File: config.mk
export PLATFORM = sky130hd
export DESIGN_NAME = beat_timing_gen_flat
export DESIGN_NICKNAME = d
export VERILOG_FILES = /design/src/rtl/beat_timing_gen_if.sv /design/src/rtl/beat_timing_gen.sv /design/src/flat_wrapper.sv
export SDC_FILE = /design/constraint.sdc
export NUM_CORES = 1
export LEC_CHECK = 0
export CAP_MARGIN = 20
export CORE_ASPECT_RATIO = 0.7
export CORE_MARGIN = 3
export CORE_UTILIZATION = 47
export DETAILED_ROUTE_END_ITERATION = 8
export PLACE_DENSITY = 0.86
export SYNTH_ARGS = -nofsm -noshare
export SYNTH_HDL_FRONTEND = slang
export SYNTH_SLANG_ARGS = --single-unit
File: constraint.sdc
create_clock -name T3 -period 1.55 [get_ports T3]
set_input_delay 0.3875 -clock T3 [delete_from_list [all_inputs] [get_ports T3]]
set_output_delay 0.3875 -clock T3 [all_outputs]
set_load 0.02 [all_outputs]
File: src/rtl/beat_timing_gen_if.sv
`default_nettype none
// ============================================================================
// Module      : beat_timing_gen_if
// Description : Request/beat bundle between the hardwired controller and the
//               beat (W-state) generator.
//               master : drives QD, DP, SHORT, LONG, STOP; observes the beats
//               slave  : the beat generator itself
//               Signals: QD start level, DP single-step, SHORT/LONG cycle
//               length requests, STOP halt request, W1/W2/W3 beats,
//               RUN busy flag, CYCLES completed machine-cycle count.
// Revision    : 1.0 - initial release
// ============================================================================
interface beat_timing_gen_if #(
  parameter int CYC_W = 16
);
  logic             QD;
  logic             DP;
  logic             SHORT;
  logic             LONG;
  logic             STOP;
  logic             W1;
  logic             W2;
  logic             W3;
  logic             RUN;
  logic [CYC_W-1:0] CYCLES;

  modport master (
    output QD, DP, SHORT, LONG, STOP,
    input  W1, W2, W3, RUN, CYCLES
  );

  modport slave (
    input  QD, DP, SHORT, LONG, STOP,
    output W1, W2, W3, RUN, CYCLES
  );
endinterface
`default_nettype wire

File: src/rtl/beat_timing_gen.sv
`default_nettype none
// ============================================================================
// Module      : beat_timing_gen
// Description : Beat generator for the hardwired control unit. Issues W1/W2/W3
//               machine-cycle beats, handles start (QD edge), continuous run,
//               single-step (DP) and controller halt (STOP), and counts
//               completed machine cycles.
//               Ports:
//                 T3  - beat clock, everything advances on its rising edge
//                 CLR - asynchronous active-high reset
//                 bus - beat_timing_gen_if.slave (requests in, beats out)
// Revision    : 1.0 - initial release
// ============================================================================
module beat_timing_gen #(
  parameter int CYC_W = 16
) (
  input  wire logic         T3,
  input  wire logic         CLR,
  beat_timing_gen_if.slave  bus
);

  typedef enum logic [1:0] {
    IDLE = 2'd0,
    B1   = 2'd1,
    B2   = 2'd2,
    B3   = 2'd3
  } state_t;

  localparam logic [CYC_W-1:0] c_one = {{(CYC_W-1){1'b0}}, 1'b1};

  state_t           r_state;
  state_t           w_next;
  logic             r_qd_q;
  logic             r_stop_seen;
  logic [CYC_W-1:0] r_cycles;
  logic             r_w1;
  logic             r_w2;
  logic             r_w3;
  logic             r_run;
  logic             w_start;
  logic             w_eoc;
  logic             w_halt;

  assign w_start = bus.QD & ~r_qd_q;
  // A STOP seen earlier in the cycle is remembered so it still halts at the end.
  assign w_halt  = r_stop_seen | bus.STOP | bus.DP;

  always_comb begin
    w_next = r_state;
    w_eoc  = 1'b0;
    case (r_state)
      IDLE: if (w_start) w_next = B1;
      B1: begin
        if (bus.SHORT) w_eoc  = 1'b1;
        else           w_next = B2;
      end
      B2: begin
        if (bus.LONG) w_next = B3;
        else          w_eoc  = 1'b1;
      end
      B3:      w_eoc = 1'b1;
      default: w_next = IDLE;
    endcase
    // End of cycle chains straight into the next B1 unless a halt is pending.
    if (w_eoc) w_next = w_halt ? IDLE : B1;
  end

  always_ff @(posedge T3 or posedge CLR) begin
    if (CLR) begin
      r_state <= IDLE;
    end else begin
      r_state <= w_next;
    end
  end

  always_ff @(posedge T3 or posedge CLR) begin
    if (CLR) begin
      // qd_q starts high so a QD held through reset is not seen as a start.
      r_qd_q      <= 1'b1;
      r_stop_seen <= 1'b0;
      r_cycles    <= '0;
      r_w1        <= 1'b0;
      r_w2        <= 1'b0;
      r_w3        <= 1'b0;
      r_run       <= 1'b0;
    end else begin
      r_qd_q <= bus.QD;
      if (w_eoc) begin
        r_cycles    <= r_cycles + c_one;
        r_stop_seen <= 1'b0;
      end else if ((r_state != IDLE) && bus.STOP) begin
        r_stop_seen <= 1'b1;
      end
      // Beats are registered decodes of the next state, so outputs never
      // carry a combinational path from the inputs.
      r_w1  <= (w_next == B1);
      r_w2  <= (w_next == B2);
      r_w3  <= (w_next == B3);
      r_run <= (w_next != IDLE);
    end
  end

  assign bus.W1     = r_w1;
  assign bus.W2     = r_w2;
  assign bus.W3     = r_w3;
  assign bus.RUN    = r_run;
  assign bus.CYCLES = r_cycles;

endmodule
`default_nettype wire

File: src/flat_wrapper.sv
// flat-port wrapper written by rule: the top's interface ports become plain ports
module beat_timing_gen_flat 
#(
  parameter int CYC_W = 16
)
  (T3, CLR, bus_QD, bus_DP, bus_SHORT, bus_LONG, bus_STOP, bus_W1, bus_W2, bus_W3, bus_RUN, bus_CYCLES);
  beat_timing_gen_if #(.CYC_W(CYC_W)) bus_i ();
  input  wire logic T3;
  input  wire logic CLR;
  input wire logic [$bits(bus_i.QD)-1:0] bus_QD;
  input wire logic [$bits(bus_i.DP)-1:0] bus_DP;
  input wire logic [$bits(bus_i.SHORT)-1:0] bus_SHORT;
  input wire logic [$bits(bus_i.LONG)-1:0] bus_LONG;
  input wire logic [$bits(bus_i.STOP)-1:0] bus_STOP;
  output wire logic [$bits(bus_i.W1)-1:0] bus_W1;
  output wire logic [$bits(bus_i.W2)-1:0] bus_W2;
  output wire logic [$bits(bus_i.W3)-1:0] bus_W3;
  output wire logic [$bits(bus_i.RUN)-1:0] bus_RUN;
  output wire logic [$bits(bus_i.CYCLES)-1:0] bus_CYCLES;
  assign bus_i.QD = bus_QD;
  assign bus_i.DP = bus_DP;
  assign bus_i.SHORT = bus_SHORT;
  assign bus_i.LONG = bus_LONG;
  assign bus_i.STOP = bus_STOP;
  assign bus_W1 = bus_i.W1;
  assign bus_W2 = bus_i.W2;
  assign bus_W3 = bus_i.W3;
  assign bus_RUN = bus_i.RUN;
  assign bus_CYCLES = bus_i.CYCLES;
  beat_timing_gen #(.CYC_W(CYC_W)) u_core (.T3(T3), .CLR(CLR), .bus(bus_i));
endmodule
==> results.md, run 1 <==
* Outcome: finished clean
* Worst Hold Class: in2async
* Flop pwr share at 0.406
* Root Buffer: clkbuf_4
* Worst-margin pin slew at 0.294 ns
* CTS sink count at 24
* Mean routed wirelength per cell at 14.7 um
* Final instance area at 1450 um2
* Pre-CTS setup slack at -0.351 ns
* Yosys warning count at 0
* Final worst slack at between 0.01 and 0.015 ns
* Crit path arrival time at approximately 1.8 ns
* Share of cells above drive strength 1 at 0.206
* Largest fanout on the critical path at 6
* Combinational group share of total power at 0.393
* Tcrit/Tclk final at 0.992
* DR vias at approximately 800
* Net Sw Power at 0.793 mW
* Synth Area in Adders at 0.0119
* Vias/cell at about 5.2
* Placed cell count at 152
* CTS clk-pin slew, worst paths at approximately 0.13 ns
* Synth Instances at 88
* Placed Area at roughly 1400 um2
* GRT Util Overall at 0.173
* Port buffer count at 26
* Max Freq at 650 MHz
* Drt pass-1 iters at 4
* Die Ht at roughly 45 um
* Crit start category: input port
* Hold WS at 0.395 ns
* Final nets at 135
* Area Overhead vs Synth at 38.8%
* Pwr Total at around 2.2 mW
* Seq cells post-synth at 24
* Fin crit period at 1.54 ns
* Mux share of post-synthesis cell area at 0.0108
* Initial Util at 0.528
* RePlAce Congestion at about 0.81
* Post-DP HPWL at approximately 1700 um
* Xor and xnor area share after synthesis at 0.125
* Mean area per synthesized cell at ~12 um2
* Max-cap viol count at 0
* Kind of critical path: in2reg
* Clock network power share at 0.201
* Mapped Area at around 1000 um2
* Clock latency on the worst-skew pair at 0.31 ns
* Power per cell area at ~1500 nW/um2
* Remaining DRCs at 0
* Inserted Diodes at 0
* Internal power at 1.43 mW
* VDD IR max at 1.12 mV
* Synth unique cells at 27
* ANT nets after route at 0
* Endpoint type of the worst setup path: register
* Max H-tree Level at 1
* Rel. slew slack at 0.804
* Fin. Hold Viols at 0
* Die ar. at around 2800 um2
* Seq/Total Area, Yosys at 0.575
* I/O Pins at 27
* Synth Area in Compound Gates at 0.0227
* Final Core Density at 0.733
* Core footprint at 1980 um2
* Unrepaired setup endpoints after global routing: yes
* Final non-filler cell total at approximately 160
* Worst EP required at ~1.8 ns
* CTS Buffer Depth at 2
* Initial antenna violation count at 0
* Simple-Gate Fraction of Synth Area at 0.219
* Vias in the first global route at 792
* Static Leak at 0.725 nW
* CTS tree: done
* Most frequent cells in the layout: 22 x dfrtp_1, 20 x dlygate4sd2_1, 9 x buf_4, 8 x xor2_1
* Switch share at 0.357
* Most common cell after layout, fill and taps aside: dfrtp_1
* # rows at 13
* Fillers at 144
* Setup_tns at 0 ns
* Routed Wire Length at 2300 um
* Die Wd at 62.4 um
* Setup-failing EPs final at 0
* Post-Syn Nets at 96
* TritonCTS Buffers at 3
* Grt total ovfl at 0
* Initial drt markers at 31
* First-pass GRT wire length at 3710 um
* Final Max Slew Viols at 0
* Number of hold buffers added after CTS at 0
* Largest net degree at the start of global routing at 25
* Largest family of logic cells by synthesized area: simple AND/OR/NAND/NOR gates
* Skew final at between 0.001 and 0.0015 ns
==> synth_stat cells <==
cell	n	area share
nand4_1	4	0.024
nor2_1	5	0.018
a21oi_1	1	0.0048
inv_1	7	0.025
or2_1	1	0.0060
dfstp_2	1	0.025
nand2_1	4	0.014
buf_6	1	0.011
and2_1	1	0.0060
nand3_1	4	0.019
nor3b_1	2	0.014
xor2_1	8	0.067
ha_1	1	0.012
nor4_2	1	0.012
nor3_1	6	0.029
o22ai_1	1	0.0060
mux2_2	1	0.011
or2_2	1	0.0060
a21o_1	1	0.0072
and4_1	1	0.0084
nor4_4	1	0.020
xnor2_1	7	0.059
dfrtp_1	23	0.55
o21ai_0	1	0.0048
nand2b_1	2	0.012
nor3_2	1	0.0096
nand4_4	1	0.020
==> cells by family (layout without fill, tap and decap cells) <==
group | Yosys count | in the layout
mux | 1 | 1
compound gates | 4 | 4
fa+ha+maj | 1 | 1
flops | 24 | 24
buf+inv | 8 | 46
xor+xnor | 15 | 15
simple gates | 35 | 35
==> repair_timing <==
item	CTS	global route
endpoints found under the hold margin	0	0
resized for setup	22	4
buffers inserted	0	0
pin swaps	0	2
endpoints found under the setup margin	22	9
==> power groups by stage <==
stage	clock [mW]	combinational, mW	sequential [mW]
final	0.447	0.873	0.902
after floorplan	0	0.306	1.06
after global placement	0	0.883	0.904
after detailed placement	0	0.924	0.912
after CTS	0.457	0.875	0.899
after global routing	0.490	0.942	0.927
==> worst max-delay path, cell delays in order <==
cell and delay [ns]:
clkdlybuf4s50_1 0.50, a21o_1 0.23, nand3_2 0.20, nor3_1 0.27, xor2_1 0.18
==> flip-flops by register name, summed over array words and instances, names as in the netlist <==
| register | count |
|---|---|
| u_core.bus.W3 | 1 |
| u_core.r_state | 2 |
| u_core.bus.CYCLES | 16 |
| u_core.bus.RUN | 1 |
| u_core.bus.W1 | 1 |
| u_core.r_stop_seen | 1 |
| u_core.r_qd_q | 1 |
| u_core.bus.W2 | 1 |
==> final timing paths <==
kind / from / to / slack [ns] / cells after the start
setup reg to reg: u_core.r_state[0]$_DFF_PP0_ / u_core.bus.CYCLES[8]$_DFFE_PP0P_ / 0.08 / 4
setup / recovery: bus_SHORT / u_core.bus.CYCLES[8]$_DFFE_PP0P_ / 0.01 / 5
hold reg to reg: u_core.bus.CYCLES[15]$_DFFE_PP0P_ / u_core.bus.CYCLES[15]$_DFFE_PP0P_ / 0.47 / 1
max in group asynchronous: CLR / u_core.r_qd_q$_DFF_PP1_ / 0.88 / 3
min in group T3: u_core.bus.CYCLES[15]$_DFFE_PP0P_ / u_core.bus.CYCLES[15]$_DFFE_PP0P_ / 0.47 / 1
hold / removal: CLR / u_core.bus.CYCLES[0]$_DFFE_PP0P_ / 0.40 / 3
==> final cells by class <==
cell class | instances | area, um2 | area share
Sequential cell | 24 | 603 | 0.415
Multi-Input combinational cell | 56 | 432 | 0.297
Timing Repair Buffer | 35 | 303 | 0.208
Tap cell | 30 | 37.5 | 0.0258
Clock inverter | 1 | 30.0 | 0.0207
Inverter | 7 | 26.3 | 0.0181
Clock buffer | 3 | 22.5 | 0.0155
==> layer usage <==
metal / track usage / wire [um] / up-vias
li1: - / - / 370
met5: 0 / 0 / -
met4: 0.0614 / 51 / 0
met2: 0.303 / 1160 / 31
met1: 0.211 / 973 / 404
met3: 0.0494 / 108 / 6
Note: power is estimated with default switching activity, not from simulation.
==> inputs of run 2 (changes only) <==
- CORE_UTILIZATION: 47 -> 40
- CTS_BUF_LIST: not set -> sky130_fd_sc_hd__clkbuf_8
- PLACE_DENSITY: 0.86 -> 0.77
- SKIP_LAST_GASP: not set -> 1
==> results.md, run 2 (same netlist as run 1, synthesis figures left out) <==
* Outcome: finished clean
* ANT nets after route at 0
* Max H-tree Level at 1
* Final Core Density at 0.640
* Largest net degree at the start of global routing at 25
* Drt pass-1 iters at 4
* Initial drt markers at 9
* Largest delay share family, worst path: simple AND/OR/NAND/NOR gates
* Crit path arrival time at ~1.7 ns
* Inserted Diodes at 0
* Largest register FFs at 16
* Routed Wire Length at 2060 um
* Grt total ovfl at 0
* Fin. Hold Viols at 0
* Worst path cell trace: clkdlybuf4s50_1 -> a21o_1 -> nand4_4 -> nor4_4 -> xor2_1
* Placed Area at about 1400 um2
* Max Freq at 660 MHz
* Clock network power share at 0.237
* Final Max Slew Viols at 0
* GRT Util Overall at 0.146
* I/O Pins at 27
* Largest fanout on the critical path at 6
* Remaining DRCs at 0
* CP peak stage delay at 0.47 ns
* Worst reg-to-reg setup slack at 0.13 ns
* Port buffer count at 26
* Most frequent cells in the layout: 23 x dfrtp_1, 20 x dlygate4sd2_1, 9 x buf_4, 8 x xor2_1
* Final non-filler cell total at 158
* Most common cell after layout, fill and taps aside: dfrtp_1
* Setup_tns at 0 ns
* Placed cell count at roughly 150
* Register area at 602 um2
* Root Buffer: clkbuf_8
* First-pass GRT wire length at roughly 3600 um
* Die Wd at 67.2 um
* Number of hold buffers added after CTS at 0
* Post CTS Setup Buffer Count at 0
* Max-cap viol count at 0
* Area Overhead vs Synth at 41.2%
* Uppermost layer routed: met4
* Skew final at 0.00598 ns
* Setup-failing EPs final at 0
* VDD IR max at a little over 1 mV
* TritonCTS Buffers at 3
* Static Leak at 0.734 nW
* Die ar. at approximately 3300 um2
* Share of cells above drive strength 1 at 0.206
* Die Ht at between 40 and 50 um
* Combinational group share of total power at 0.370
* Final instance area at approximately 1500 um2
* Critical path's slowest cell: clkdlybuf4s50_1
* Pwr Total at between 2 and 2.5 mW
* Net Sw Power at 0.786 mW
* Initial Util at 0.453
* Worst EP required at around 1.7 ns
* Metal3 WL at around 71 um
* Crit start category: input port
* Fillers at 190
* Met2 WL post-DR at a little over 1000 um
* Mean routed wirelength per cell at between 10 and 15 um
* # rows at 14
* Post-DP HPWL at approximately 1500 um
* Tcrit/Tclk final at 0.978
* WL met1 at a little under 1000 um
* Worst Hold Class: in2async
* Worst-margin pin slew at about 0.30 ns
* CTS tree: done
* Internal power at about 1.5 mW
* CTS sink count at 24
* Multi-input logic area at 437 um2
* DR vias at around 750
* Flop pwr share at 0.394
* Clock latency on the worst-skew pair at about 0.27 ns
* CTS Buffer Depth at 2
* Endpoint type of the worst setup path: register
* Pre-CTS setup slack at -0.326 ns
* Hold WS at 0.445 ns
* Initial antenna violation count at 0
* Final worst slack at about 0.034 ns
* Core footprint at between 2000 and 2500 um2
* CTS clk-pin slew, worst paths at about 0.080 ns
* Switch share at 0.342
* Vias/cell at between 4 and 5
* Rel. slew slack at 0.801
* Fin crit period at 1.52 ns
* Power per cell area at ~1600 nW/um2
* RePlAce Congestion at approximately 0.77
* Final nets at between 100 and 150
* Kind of critical path: in2reg
* CP Buf/Inv Count at 1
* Unrepaired setup endpoints after global routing: yes
* Vias in the first global route at 734
## run 2: cell counts in the layout (fill, tap and decap cells not counted)
Identical to the previous run, type by type.
## run 2: layout make-up
cell class,count,area share
clock inverter,1,0.0203
clock buffer,3,0.0279
timing repair buffer,35,0.205
multi-input combinational,56,0.295
sequential,24,0.407
inverter,7,0.0178
tap,32,0.0271
## run 2: worst min-delay path, delay by kind of cell
family | cells | cell delay (ns)
buf+inv | 3 | 0.73
## run 2: worst paths after layout
| kind | depth (start not counted) | endpoint | start |
|---|---|---|---|
| min in group T3 | 1 | u_core.bus.CYCLES[15]$_DFFE_PP0P_ | u_core.bus.CYCLES[15]$_DFFE_PP0P_ |
| worst max-delay path | 5 | u_core.bus.CYCLES[15]$_DFFE_PP0P_ | bus_SHORT |
| max in group asynchronous | 3 | u_core.r_qd_q$_DFF_PP1_ | CLR |
| worst max register to register | 4 | u_core.bus.CYCLES[15]$_DFFE_PP0P_ | u_core.r_state[0]$_DFF_PP0_ |
| worst min-delay path | 3 | u_core.bus.W1$_DFF_PP0_ | CLR |
| worst min register to register | 1 | u_core.bus.CYCLES[15]$_DFFE_PP0P_ | u_core.bus.CYCLES[15]$_DFFE_PP0P_ |
## run 2: power by group through the flow
stage / clock [mW] / sequential (mW) / combinational (mW)
finish: 0.543 / 0.904 / 0.849
global route: 0.587 / 0.933 / 0.936
CTS: 0.561 / 0.902 / 0.847
detailed placement: 0 / 0.917 / 0.908
global placement: 0 / 0.907 / 0.890
floorplan: 0 / 1.06 / 0.306
## run 2: metal layers
layer / vias to the layer above / GRT usage
met5: - / 0
met4: 0 / 0.0303
met3: 2 / 0.0415
met2: 11 / 0.235
met1: 362 / 0.196
li1: 372 / -
## run 2: what timing repair did
action | 4_1_cts | 5_1_grt
pin swaps | 0 | 1
setup endpoints to repair | 24 | 10
resized for setup | 21 | 5
